## src/rtl/enemy_array_control.sv

```systemverilog
// Bouncing-enemy controller: steps every enemy on a rate tick, checks for a
// collision with the player, then streams one redraw record per enabled enemy.
module enemy_array_control #(
    parameter int N_ENEMY     = 4,
    parameter int SCREEN_W    = 160,
    parameter int SCREEN_H    = 120,
    parameter int PLAYER_SIZE = 3,
    parameter int RATE_DIV    = 1000000
) (
    input  logic                   clk,
    input  logic                   resetn,
    input  logic                   load_level,
    input  logic                   play,
    input  logic [8*N_ENEMY-1:0]   cfg_x,
    input  logic [7*N_ENEMY-1:0]   cfg_y,
    input  logic [3*N_ENEMY-1:0]   cfg_size,
    input  logic [3*N_ENEMY-1:0]   cfg_dx,
    input  logic [3*N_ENEMY-1:0]   cfg_dy,
    input  logic [N_ENEMY-1:0]     cfg_left,
    input  logic [N_ENEMY-1:0]     cfg_up,
    input  logic [N_ENEMY-1:0]     cfg_en,
    input  logic [7:0]             player_x,
    input  logic [6:0]             player_y,
    output logic [8*N_ENEMY-1:0]   enemy_x,
    output logic [7*N_ENEMY-1:0]   enemy_y,
    output logic                   player_hit,
    output logic [2:0]             hit_id,
    output logic                   draw_valid,
    input  logic                   draw_ready,
    output logic [2:0]             draw_id,
    output logic [7:0]             draw_x,
    output logic [6:0]             draw_y,
    output logic [2:0]             draw_size,
    output logic                   step_done
);

    localparam logic [1:0] S_IDLE   = 2'd0;
    localparam logic [1:0] S_UPDATE = 2'd1;
    localparam logic [1:0] S_DRAW   = 2'd2;
    localparam int CNT_W = (RATE_DIV > 1) ? $clog2(RATE_DIV) : 1;
    localparam logic [CNT_W-1:0] CNT_LAST = CNT_W'(RATE_DIV - 1);
    localparam logic [2:0] LAST_IDX = 3'(N_ENEMY - 1);

    // One axis step; bit 10 flags a wall bounce, bits 9:0 hold the new coordinate.
    function automatic logic [10:0] axis_step(input logic [9:0] pos, input logic [9:0] step,
                                              input logic [9:0] size, input logic [9:0] limit,
                                              input logic neg);
        logic [10:0] r;
        if (neg) begin
            r = (pos <= step) ? {1'b1, 10'd0} : {1'b0, pos - step};
        end else begin
            r = (pos + step + size >= limit) ? {1'b1, limit - size} : {1'b0, pos + step};
        end
        return r;
    endfunction

    // Lowest enabled index >= from; bit 3 says whether one exists.
    function automatic logic [3:0] first_enabled(input logic [7:0] en, input logic [3:0] from);
        logic [3:0] r;
        r = 4'd0;
        for (int i = 7; i >= 0; i--) begin
            r = (en[i] && (4'(i) >= from)) ? {1'b1, 3'(i)} : r;
        end
        return r;
    endfunction

    logic [1:0]           state_q, state_d;
    logic [CNT_W-1:0]     cnt_q, cnt_d;
    logic [2:0]           idx_q, idx_d;
    logic [8*N_ENEMY-1:0] ex_q, ex_d;
    logic [7*N_ENEMY-1:0] ey_q, ey_d;
    logic [7:0]           left_q, left_d, up_q, up_d;
    logic                 hit_q, hit_d;
    logic [2:0]           hit_id_q, hit_id_d;
    logic                 dv_q, dv_d;
    logic [2:0]           did_q, did_d;
    logic [7:0]           dx_q, dx_d;
    logic [6:0]           dy_q, dy_d;
    logic [2:0]           dsize_q, dsize_d;
    logic                 sd_q, sd_d;

    logic [7:0]  en_s;
    logic [2:0]  size_s;
    logic [10:0] step_x_s, step_y_s;
    logic        hit_s;
    logic [3:0]  sel_s;
    logic        load_rec_s;

    assign en_s     = 8'(cfg_en);
    assign size_s   = cfg_size[3*idx_q +: 3];
    assign step_x_s = axis_step({2'b00, ex_q[8*idx_q +: 8]}, {7'b0, cfg_dx[3*idx_q +: 3]},
                                {7'b0, size_s}, 10'(SCREEN_W), left_q[idx_q]);
    assign step_y_s = axis_step({3'b000, ey_q[7*idx_q +: 7]}, {7'b0, cfg_dy[3*idx_q +: 3]},
                                {7'b0, size_s}, 10'(SCREEN_H), up_q[idx_q]);
    // Overlap test on the freshly computed position of the enemy being updated.
    assign hit_s = ({2'b00, player_x} <= step_x_s[9:0] + {7'b0, size_s} - 10'd1) &&
                   (step_x_s[9:0] <= {2'b00, player_x} + 10'(PLAYER_SIZE) - 10'd1) &&
                   ({3'b000, player_y} <= step_y_s[9:0] + {7'b0, size_s} - 10'd1) &&
                   (step_y_s[9:0] <= {3'b000, player_y} + 10'(PLAYER_SIZE) - 10'd1);

    // Next-state logic for the rate counter, enemy update pass and draw stream.
    always_comb begin
        state_d    = state_q;
        cnt_d      = cnt_q;
        idx_d      = idx_q;
        ex_d       = ex_q;
        ey_d       = ey_q;
        left_d     = left_q;
        up_d       = up_q;
        hit_d      = hit_q;
        hit_id_d   = hit_id_q;
        dv_d       = dv_q;
        did_d      = did_q;
        dx_d       = dx_q;
        dy_d       = dy_q;
        dsize_d    = dsize_q;
        sd_d       = 1'b0;
        sel_s      = 4'd0;
        load_rec_s = 1'b0;
        case (state_q)
            S_IDLE: begin
                if (play) begin
                    if (cnt_q == CNT_LAST) begin
                        cnt_d   = {CNT_W{1'b0}};
                        idx_d   = 3'd0;
                        state_d = S_UPDATE;
                    end else begin
                        cnt_d = cnt_q + CNT_W'(1);
                    end
                end else begin
                    cnt_d = cnt_q;
                end
            end
            S_UPDATE: begin
                if (en_s[idx_q]) begin
                    ex_d[8*idx_q +: 8] = step_x_s[7:0];
                    ey_d[7*idx_q +: 7] = step_y_s[6:0];
                    left_d[idx_q]      = left_q[idx_q] ^ step_x_s[10];
                    up_d[idx_q]        = up_q[idx_q] ^ step_y_s[10];
                    if (hit_s && !hit_q) begin
                        hit_d    = 1'b1;
                        hit_id_d = idx_q;
                    end else begin
                        hit_d = hit_q;
                    end
                end else begin
                    ex_d = ex_q;
                end
                if (idx_q == LAST_IDX) begin
                    sel_s = first_enabled(en_s, 4'd0);
                    if (sel_s[3]) begin
                        load_rec_s = 1'b1;
                        state_d    = S_DRAW;
                    end else begin
                        sd_d    = 1'b1;
                        state_d = S_IDLE;
                    end
                end else begin
                    idx_d = idx_q + 3'd1;
                end
            end
            S_DRAW: begin
                if (dv_q && draw_ready) begin
                    sel_s = first_enabled(en_s, {1'b0, did_q} + 4'd1);
                    if (sel_s[3]) begin
                        load_rec_s = 1'b1;
                    end else begin
                        dv_d    = 1'b0;
                        sd_d    = 1'b1;
                        state_d = S_IDLE;
                    end
                end else if (!dv_q) begin
                    state_d = S_IDLE;
                end else begin
                    state_d = S_DRAW;
                end
            end
            default: state_d = S_IDLE;
        endcase
        // ex_d/ey_d already include the enemy updated this cycle.
        if (load_rec_s) begin
            dv_d    = 1'b1;
            did_d   = sel_s[2:0];
            dx_d    = ex_d[8*sel_s[2:0] +: 8];
            dy_d    = ey_d[7*sel_s[2:0] +: 7];
            dsize_d = cfg_size[3*sel_s[2:0] +: 3];
        end else begin
            did_d = did_q;
        end
    end

    // State registers; reset and level reload both restore the configuration.
    always_ff @(posedge clk) begin
        if (!resetn || load_level) begin
            state_q  <= S_IDLE;
            cnt_q    <= {CNT_W{1'b0}};
            idx_q    <= 3'd0;
            ex_q     <= cfg_x;
            ey_q     <= cfg_y;
            left_q   <= 8'(cfg_left);
            up_q     <= 8'(cfg_up);
            hit_q    <= 1'b0;
            hit_id_q <= 3'd0;
            dv_q     <= 1'b0;
            did_q    <= 3'd0;
            dx_q     <= 8'd0;
            dy_q     <= 7'd0;
            dsize_q  <= 3'd0;
            sd_q     <= 1'b0;
        end else begin
            state_q  <= state_d;
            cnt_q    <= cnt_d;
            idx_q    <= idx_d;
            ex_q     <= ex_d;
            ey_q     <= ey_d;
            left_q   <= left_d;
            up_q     <= up_d;
            hit_q    <= hit_d;
            hit_id_q <= hit_id_d;
            dv_q     <= dv_d;
            did_q    <= did_d;
            dx_q     <= dx_d;
            dy_q     <= dy_d;
            dsize_q  <= dsize_d;
            sd_q     <= sd_d;
        end
    end

    assign enemy_x    = ex_q;
    assign enemy_y    = ey_q;
    assign player_hit = hit_q;
    assign hit_id     = hit_id_q;
    assign draw_valid = dv_q;
    assign draw_id    = did_q;
    assign draw_x     = dx_q;
    assign draw_y     = dy_q;
    assign draw_size  = dsize_q;
    assign step_done  = sd_q;

endmodule

```

## config.mk

```make
export PLATFORM = sky130hd
export DESIGN_NAME = enemy_array_control
export DESIGN_NICKNAME = d
export VERILOG_FILES = /design/src/rtl/enemy_array_control.sv
export SDC_FILE = /design/constraint.sdc
export NUM_CORES = 1
export LEC_CHECK = 0
export ABC_AREA = 1
export CAP_MARGIN = 20
export CORE_ASPECT_RATIO = 1.75
export CORE_MARGIN = 5
export CORE_UTILIZATION = 42
export CTS_BUF_LIST = sky130_fd_sc_hd__clkbuf_16
export DETAILED_ROUTE_END_ITERATION = 16
export PLACE_DENSITY = 0.71
export SYNTH_ARGS = -nofsm -noshare
export SYNTH_HDL_FRONTEND = slang
export SYNTH_SLANG_ARGS = --single-unit
export TNS_END_PERCENT = 30
```

## constraint.sdc

```tcl
create_clock -name clk -period 7.4 [get_ports clk]
set_input_delay 1.48 -clock clk [delete_from_list [all_inputs] [get_ports clk]]
set_output_delay 1.48 -clock clk [all_outputs]
set_load 0.02 [all_outputs]
```

# Yosys cells after proc, flatten, opt, wreduce, memory -nomap -nowiden
# Cells that the tools add are included.
# op_classes
n_reduce_logical,26
addsub,21
muxes,68
order_cmp,14
n_shift,12
bitwise_logic,2
n_eq_ne,10
n_mul,4
# ops
operator,count
$mux W32,3
$mux W28,3
$neg A6 Y34,2
$mux W11,6
$shiftx A32 B7 Y8,2
$mux W4,14
$shiftx A28 B7 Y7,2
$shiftx A12 B6 Y3,4
$add A10 B3 Y10,4
$shift A7 B34 Y28 const A,1
$shift A8 B34 Y32 const A,1
$shiftx A7 B34 Y28,1
$shiftx A8 B34 Y32,1
$bwmux W32,1
$bwmux W28,1
$add A20 B1 Y20 const B,1
$eq A20 B20 Y1 const B,1
$le A10 B10 Y1,2
$mux W20,1
$sub A10 B1 Y10 const B,2
$bwmux W8,2
$mux W1,16
$mux W3,5
$mux W2,7
43 further kinds,74
# totals
ff_bits,128
out_inout_bits,87

# Longest topological paths before layout
# Gate-level depths: netlist of run 1.
# depth
ltp_word,15
ltp_mapped,45
ltp_nobuf,43

# Least setup slack after synthesis of run 1
# OpenSTA, ideal clock, no wires.
# synth_path
path_kind,input to register
start,input cfg_dx[7]
end,register hit_id_q[0] (netlist: hit_id[0])
required_time_ps,7330
path_buffers,0
setup_time_ps,70
arrival_ps,6786
stages,36
slack_ps,543
path_cell_list,a22o_1 -> a221oi_1 -> inv_1 -> fa_1 -> xor2_1 -> ha_1 -> a21oi_1 -> nor3b_1 -> nand3_1 -> nand2_1 -> nand2_1 -> nand2_4 -> nand2_4 -> nand2_1 -> nand3_1 -> nand2_2 -> inv_1 -> ha_1 -> inv_1 -> ha_1 -> fa_1 -> nand3_1 -> nand3_1 -> a21oi_1 -> nor2_1 -> nor2_1 -> xor2_1 -> ha_1 -> nand2_1 -> inv_1 -> nand4_1 -> o21ai_0 -> or3_1 -> nand3_1 -> o21ai_1 -> a21oi_1
# synth_via
elab_chain_cells,14
word_cells_on_any_way,18
classes_between,5 x add/sub; 4 x order compare; 1 x shift; 3 x mux; 5 x reduce/logical
# synth_lines
item,line,rtl
start: declaration,17,"input logic [3*N_ENEMY-1:0] cfg_dx,"
$shiftx A12 B6 Y3 (*),91,"assign step_x_s = axis_step({2'b00, ex_q[8*idx_q +: 8]}, {7'b0, cfg_dx[3*idx_q +: 3]},"
$add A8 B3 Y9,52,"r = (pos + step + size >= limit) ? {1'b1, limit - size} : {1'b0, pos + step};"
$add A10 B3 Y10,52,
$ge A10 B8 Y1,52,
$mux W11,52,
$mux W11 (*),49,if (neg) begin
$add A10 B3 Y10,96,"assign hit_s = ({2'b00, player_x} <= step_x_s[9:0] + {7'b0, size_s} - 10'd1) &&"
$sub A10 B1 Y10,96,
$le A8 B10 Y1,96,
$logic_and A1 B1 Y1 (*),96,
$logic_and A1 B1 Y1 (*),97,"(step_x_s[9:0] <= {2'b00, player_x} + 10'(PLAYER_SIZE) - 10'd1) &&"
$logic_and A1 B1 Y1 (*),98,"({3'b000, player_y} <= step_y_s[9:0] + {7'b0, size_s} - 10'd1) &&"
$logic_and A1 B1 Y1 (*),140,if (hit_s && !hit_q) begin
$reduce_and A3 Y1 (no source line) (*),--,
end signal: assignment,219,hit_id_q <= hit_id_d;
end: declaration,74,"logic [2:0] hit_id_q, hit_id_d;"
# Every way passes the cells marked *; elsewhere a longest branch is shown, timed or not.
# A chain may end at the register's enable or synchronous reset.

# Final worst setup path of run 1
# layout_path
start,input cfg_dx[7]
end,register hit_id_q[2] (netlist: hit_id[2])
# Same word-level chain as after synthesis.

==> results of run 1 <==
final cells by class:
cell class	count	area, um2
fillers	2430	10800
multi-input cells	1184	6840
flip-flops and latches	127	2620
repair buffers	272	2570
inverters	211	795
clock buffers	18	450
well taps	312	390
clock inverters	13	124
flip-flops by register name (all words and copies together) (netlist names):
signal / count
left_q: 8
draw_size: 3
hit_id: 3
idx_q: 3
up_q: 8
draw_id: 2
step_done: 1
draw_valid: 1
enemy_x: 32
cnt_q: 20
player_hit: 1
state_q: 2
enemy_y: 28
draw_x: 8
draw_y: 7
per-stage QoR:
step | std cells | util, % | instance area, um2 | total power (W) | hold slack (ns)
after floorplan | 1576 | - | 10500 | 0.00149 | 0.408
after global placement | 2105 | 53.5 | 13200 | 0.00190 | 0.415
after detailed placement | 2105 | 53.5 | 13200 | 0.00192 | 0.423
after CTS | 2136 | 55.8 | 13800 | 0.00274 | 0.432
after global routing | 2137 | 56.0 | 13800 | 0.00293 | 0.442
final | 2137 | 56.0 | 13800 | 0.00276 | 0.432
worst max-delay path, delay by kind of cell:
kind | cells | cell delay [ns]
AO/OA/AOI/OAI | 5 | 0.75
XOR/XNOR | 1 | 0.12
buffers and inverters | 9 | 1.15
AND/OR/NAND/NOR | 16 | 1.64
adder cells (fa/ha/maj) | 6 | 2.14
power by group:
| group | switching, W | total [W] | internal, W |
|---|---|---|---|
| combinational | 0.000665 | 0.00117 | 0.000506 |
| sequential | 0.0000339 | 0.000760 | 0.000726 |
| clock | 0.000320 | 0.000827 | 0.000508 |
| total | 0.00102 | 0.00276 | 0.00174 |
what timing repair did:
item / 4_1_cts / 5_1_grt
setup buffers: 0 / 1
setup endpoints to repair: 0 / 4
resized for setup: 0 / 8
per-layer routing:
metal  GRT usage (%)  share of wire, %  up-vias
li1                -                 -     5689
met1            31.1                38     5396
met2            48.3                50      488
met3            3.87               6.0      133
met4            16.2               6.5        0
met5               0                 0        -
cells by family (layout without fill, tap and decap cells):
logic type	after synthesis	count (layout)	share of synthesized area [%]
multiplexers	2	2	0.191
XOR/XNOR	32	32	2.75
buffers and inverters	265	514	10.2
flip-flops	127	127	25.0
other	1	1	0.0358
AND/OR/NAND/NOR	830	830	36.8
adder cells (fa/ha/maj)	95	95	11.9
AO/OA/AOI/OAI	224	224	13.1
worst min path at each step:
stage,startpoint,end,slack [ns],depth (start not counted)
finish,left_q[7],left_q[7],0.43,2
global route,left_q[5],left_q[5],0.44,2
CTS,left_q[7],left_q[7],0.43,2
detailed placement,left_q[7],left_q[7],0.42,2
global placement,left_q[7],left_q[7],0.41,2
floorplan,up_q[4],up_q[4],0.41,2
Yosys cell counts, drive strengths merged:
| library cell | n | share of area (%) |
|---|---|---|
| xnor2 | 9 | 0.75 |
| conb | 1 | 0.036 |
| nand3 | 194 | 10 |
| o211ai | 3 | 0.21 |
| inv | 207 | 7.4 |
| a31oi | 41 | 2.4 |
| nand4 | 16 | 1.1 |
| a22oi | 2 | 0.14 |
| a41oi | 1 | 0.084 |
| a211oi | 6 | 0.43 |
| nand3b | 8 | 0.57 |
| o22ai | 7 | 0.42 |
| buf | 24 | 1.5 |
| dfxtp | 119 | 23 |
| o221ai | 1 | 0.084 |
| o2111ai | 3 | 0.42 |
| o21ai | 78 | 3.8 |
| a21o | 5 | 0.43 |
| fa | 8 | 1.5 |
| clkbuf | 30 | 1.1 |
| xor2 | 23 | 2.0 |
| ha | 87 | 10 |
| clkinv | 4 | 0.14 |
| a22o | 5 | 0.42 |
| o31ai | 3 | 0.21 |
| a21oi | 47 | 2.2 |
| o21bai | 4 | 0.29 |
| nor3 | 18 | 0.86 |
| a221oi | 13 | 1.1 |
| and3 | 1 | 0.060 |
| nor2 | 177 | 7.0 |
| or2 | 16 | 0.96 |
| nand2 | 383 | 15 |
| nor3b | 7 | 0.50 |
| or3 | 1 | 0.060 |
| mux2i | 2 | 0.19 |
| nor4 | 8 | 0.62 |
| o22a | 1 | 0.084 |
| or4 | 1 | 0.072 |
| edfxtp | 8 | 2.3 |
| a31o | 1 | 0.084 |
| o21a | 3 | 0.23 |
==> results.cfg, run 1 <==
[clocking]
cts_tree = done
numCtsBuffers = 17
htreeDepth = 4
clock_sinks = 127
holdBufCountCts = 0
clock_latency_ns = 0.42
path_clk_slew_ns = 0.06
cts_root_buf = clkbuf_16
clockBufferDepth = 2

[critical_path]
startpoint = cfg_dx[7]
reg2reg_slack_ns = 0.51
crit_path_end_kind = flop
r2r_start = idx_q[0]
critical_path.max_fanout = 6
critPathRequiredTime_ns = 7.76
cpMostUsedCell = inv_1
critPathSlowestCell = fa_2
cpPeakStageDelay_ns = 0.58
setup.worst_path.start_class = input pin
critPathArrivalTime_ns = 7.30
worst-setup-path-type = input pin to flop
reg2reg_depth = 38
endpoint = hit_id[2]
reg2reg_to = hit_id[2]

[cells_and_area]
drive_gt1_share_pct = 11.1
nets = 2036
layout_commonest_cell = nand2_1
n_antenna_cell = 0
syn_to_final_growth_pct = 31.7
final_cell_mix = nand2_1 (352), clkdlybuf4s50_1 (213), inv_1 (186), nand3_1 (178), nor2_1 (161)

[synthesis]
ys_ff_latch = 127
synth_cells = 1576
synth_area_um2 = 10500
syn-mean-instance-area_um2 = 6.65
synth_fp_nets = 1799
yosys_warnings = 0
ys_types = 64
seq_area_frac_synth_pct = 25.0

[global_route]
grt_pass1_vias = 11600
grt_pass1_wl_um = 60800
grt_max_degree = 65
antenna_found_initial = 0
overflow = 0
grt_use_total_pct = 27.5

[floorplan]
io_pins = 215
start_util_pct = 42.6
die_x_um = 129
rows = 76
core_um2 = 24600
die_area_um2 = 28300
dieHeight_um = 219

[sta]
period_needed_ns = 6.94
fin_ws_ns = 0.460
slew-limit-headroom_pct = 29.6
slew_viol_final = 0
fmax_ghz = 0.144
skew_ns = 0.0111
setup_viol = 0
worstMarginPinSlew_ns = 1.05
fin_tns_setup_ns = 0
fin_crit_sh_pct = 93.8
hold_violations = 0

[drt]
dr.pass1.iters = 5
wire_per_inst_um = 18.6
vias = 11700
viasPerCell = 5.48
routed_wl_um = 39800
drtAntennaViolNets = 0
drt_iter0_drc = 924
drc_errors = 0

[run_status]
status = completed

[pwr]
p_leak_nw = 6.34
p_per_area_nw_per_um2 = 200
ir_drop_mv = 0.144

[placement]
port_buffers = 213
gp_congestion = 0.923
hpwl_um = 31800
pre_cts_slack_ns = -0.271

[hold_path]
worstHoldPathType = flop to flop

[run]
max-cap-violations = 0
(Power assumes the default switching activity.)
==> inputs of run 2 (changes only) <==
- CORE_MARGIN: 5 -> unset
==> run 2 against run 1 <==
  * Clock-buffer cell count did not move
  * Sequential cell count did not move
  * Design area increased by 1.1%
  * Sequential power hardly changed
  * Non-clock buffer count is 9 higher
  * Setup slack better by 0.016 ns
  * Clock power rose by 9.7%
  * Power increased by 3.5%
  * Maximum frequency is 0.24% higher
==> results.cfg, run 2 (same netlist as run 1, synthesis figures left out) <==
[sta]
slew_viol_final = 0
grt_setup_unrepaired = no
fmax_ghz = 0.144
fin_crit_sh_pct = 93.6
hold_violations = 0
fin_tns_setup_ns = 0
worstMarginPinSlew_ns = 0.795
setup_viol = 0
hold_ws_ns = 0.427
slew-limit-headroom_pct = 46.6
period_needed_ns = 6.92
skew_ns = 0.00781

[hold_path]
hold-path-cell-count = 2
whs_endpoint = left_q[4]
min_from = left_q[4]
worstHoldPathType = flop to flop

[global_route]
antenna_found_initial = 0
overflow = 0
grt_pass1_vias = 11400
grt_pass1_wl_um = 59900
grt_use_total_pct = 30.9
grt_max_degree = 73

[critical_path]
cpMostUsedCell = inv_1
critPathBufInv = 9
reg2reg_depth = 36
critical_path.max_fanout = 4
r2r_start = idx_q[2]
critPathArrivalTime_ns = 7.29
crit_path_end_kind = flop
cpPeakStageDelay_ns = 0.59
critPathRequiredTime_ns = 7.77
reg2reg_to = hit_id[1]
crit_family = adder cells
worst-setup-path-type = input pin to flop
setup.worst_path.start_class = input pin
reg2reg_slack_ns = 0.58
critPathSlowestCell = fa_2

[floorplan]
rows = 76
core_um2 = 24500
dieHeight_um = 211
die_area_um2 = 25600
start_util_pct = 42.7
die_x_um = 121
io_pins = 215

[cells_and_area]
utilization_pct = 56.8
syn_to_final_growth_pct = 33.0
layout_commonest_cell = nand2_1
n_antenna_cell = 0
final_cell_mix = nand2_1 (352), clkdlybuf4s50_1 (213), inv_1 (187), nand3_1 (177), nor2_1 (163)
largest_register_ffs = 32
instances_no_fill = 2147
drive_gt1_share_pct = 11.7
nets = 2045

[drt]
drt_iter0_drc = 1000
dr.pass1.iters = 5
routed_wl_um = 39700
drc_errors = 0
met1_length_um = 14900
vias = 11700
highest_layer = met4
viasPerCell = 5.44
drtAntennaViolNets = 0
route.met3.wl_um = 2270
wl_met2_um = 20000
wire_per_inst_um = 18.5

[placement]
gp_congestion = 0.948
placed_cells = 2114
port_buffers = 213
hpwl_um = 31700

[run_status]
status = completed

[clocking]
clock_latency_ns = 0.43
cts_root_buf = clkbuf_16
clockBufferDepth = 2
numCtsBuffers = 17
cts_tree = done
htreeDepth = 4
holdBufCountCts = 0
clock_sinks = 127
path_clk_slew_ns = 0.06

[pwr]
ir_drop_mv = 0.158
p_leak_nw = 6.43
p_per_area_nw_per_um2 = 205

[run]
max-cap-violations = 0
==> run 2: cell types whose count changed in the layout (fill, tap and decap cells not counted), sizes merged <==
| cell | delta |
|---|---|
| bufinv | +2 |
| clkinvlp | -2 |
| buf | +9 |
| inv | +1 |
==> run 2: worst max path at each step <==
stage                    from   endpoint  slack (ns)  depth (start not counted)
floorplan           cfg_dx[7]  hit_id[0]        0.54                         36
global placement    cfg_dx[7]  hit_id[2]       -0.20                         40
detailed placement  cfg_dx[7]  hit_id[2]       -0.35                         35
CTS                 cfg_dx[7]  hit_id[1]        0.09                         34
global route        cfg_dx[7]  hit_id[0]      0.0002                         38
finish              cfg_dx[7]  hit_id[2]        0.48                         40
==> run 2: power by group <==
group / switching [W] / internal [W]
combinational: 0.000661 / 0.000527
sequential: 0.0000349 / 0.000726
clock: 0.000330 / 0.000576
total: 0.00103 / 0.00183
==> run 2: stage by stage <==
step                area (um2)  power, W  setup WS, ns
floorplan                10500   0.00149         0.543
global placement         13200   0.00192        -0.202
detailed placement       13300   0.00195        -0.352
CTS                      13900   0.00285        0.0893
global route             13900   0.00303      0.000155
finish                   13900   0.00286         0.477
==> run 2: repair_timing <==
item / 4_1_cts / 5_1_grt
setup endpoints to repair: 0 / 4
setup buffers: 0 / 1
resized for setup: 0 / 11
==> run 2: metal layers <==
metal  up-vias  GRT usage [%]
li1       5705              -
met1      5373           33.5
met2       479           55.3
met3       118           4.10
met4         0           20.2
met5         -              0
==> run 2: final cells by class <==
class,instances,area (um2)
timing repair buffer,281,2670
tap,312,390
sequential,127,2630
fill,2389,10600
inverter,211,795
clock buffer,18,450
multi-input combinational,1184,6840
clock inverter,14,173
==> run 2: worst register-to-register path: cells and delay by family (launching register included) <==
| kind | cells | cell delay (ns) |
|---|---|---|
| xor+xnor | 1 | 0.15 |
| simple gates | 16 | 2.05 |
| flops | 1 | 0.37 |
| fa+ha+maj | 6 | 2.07 |
| compound gates | 5 | 0.66 |
| buf+inv | 8 | 1.44 |
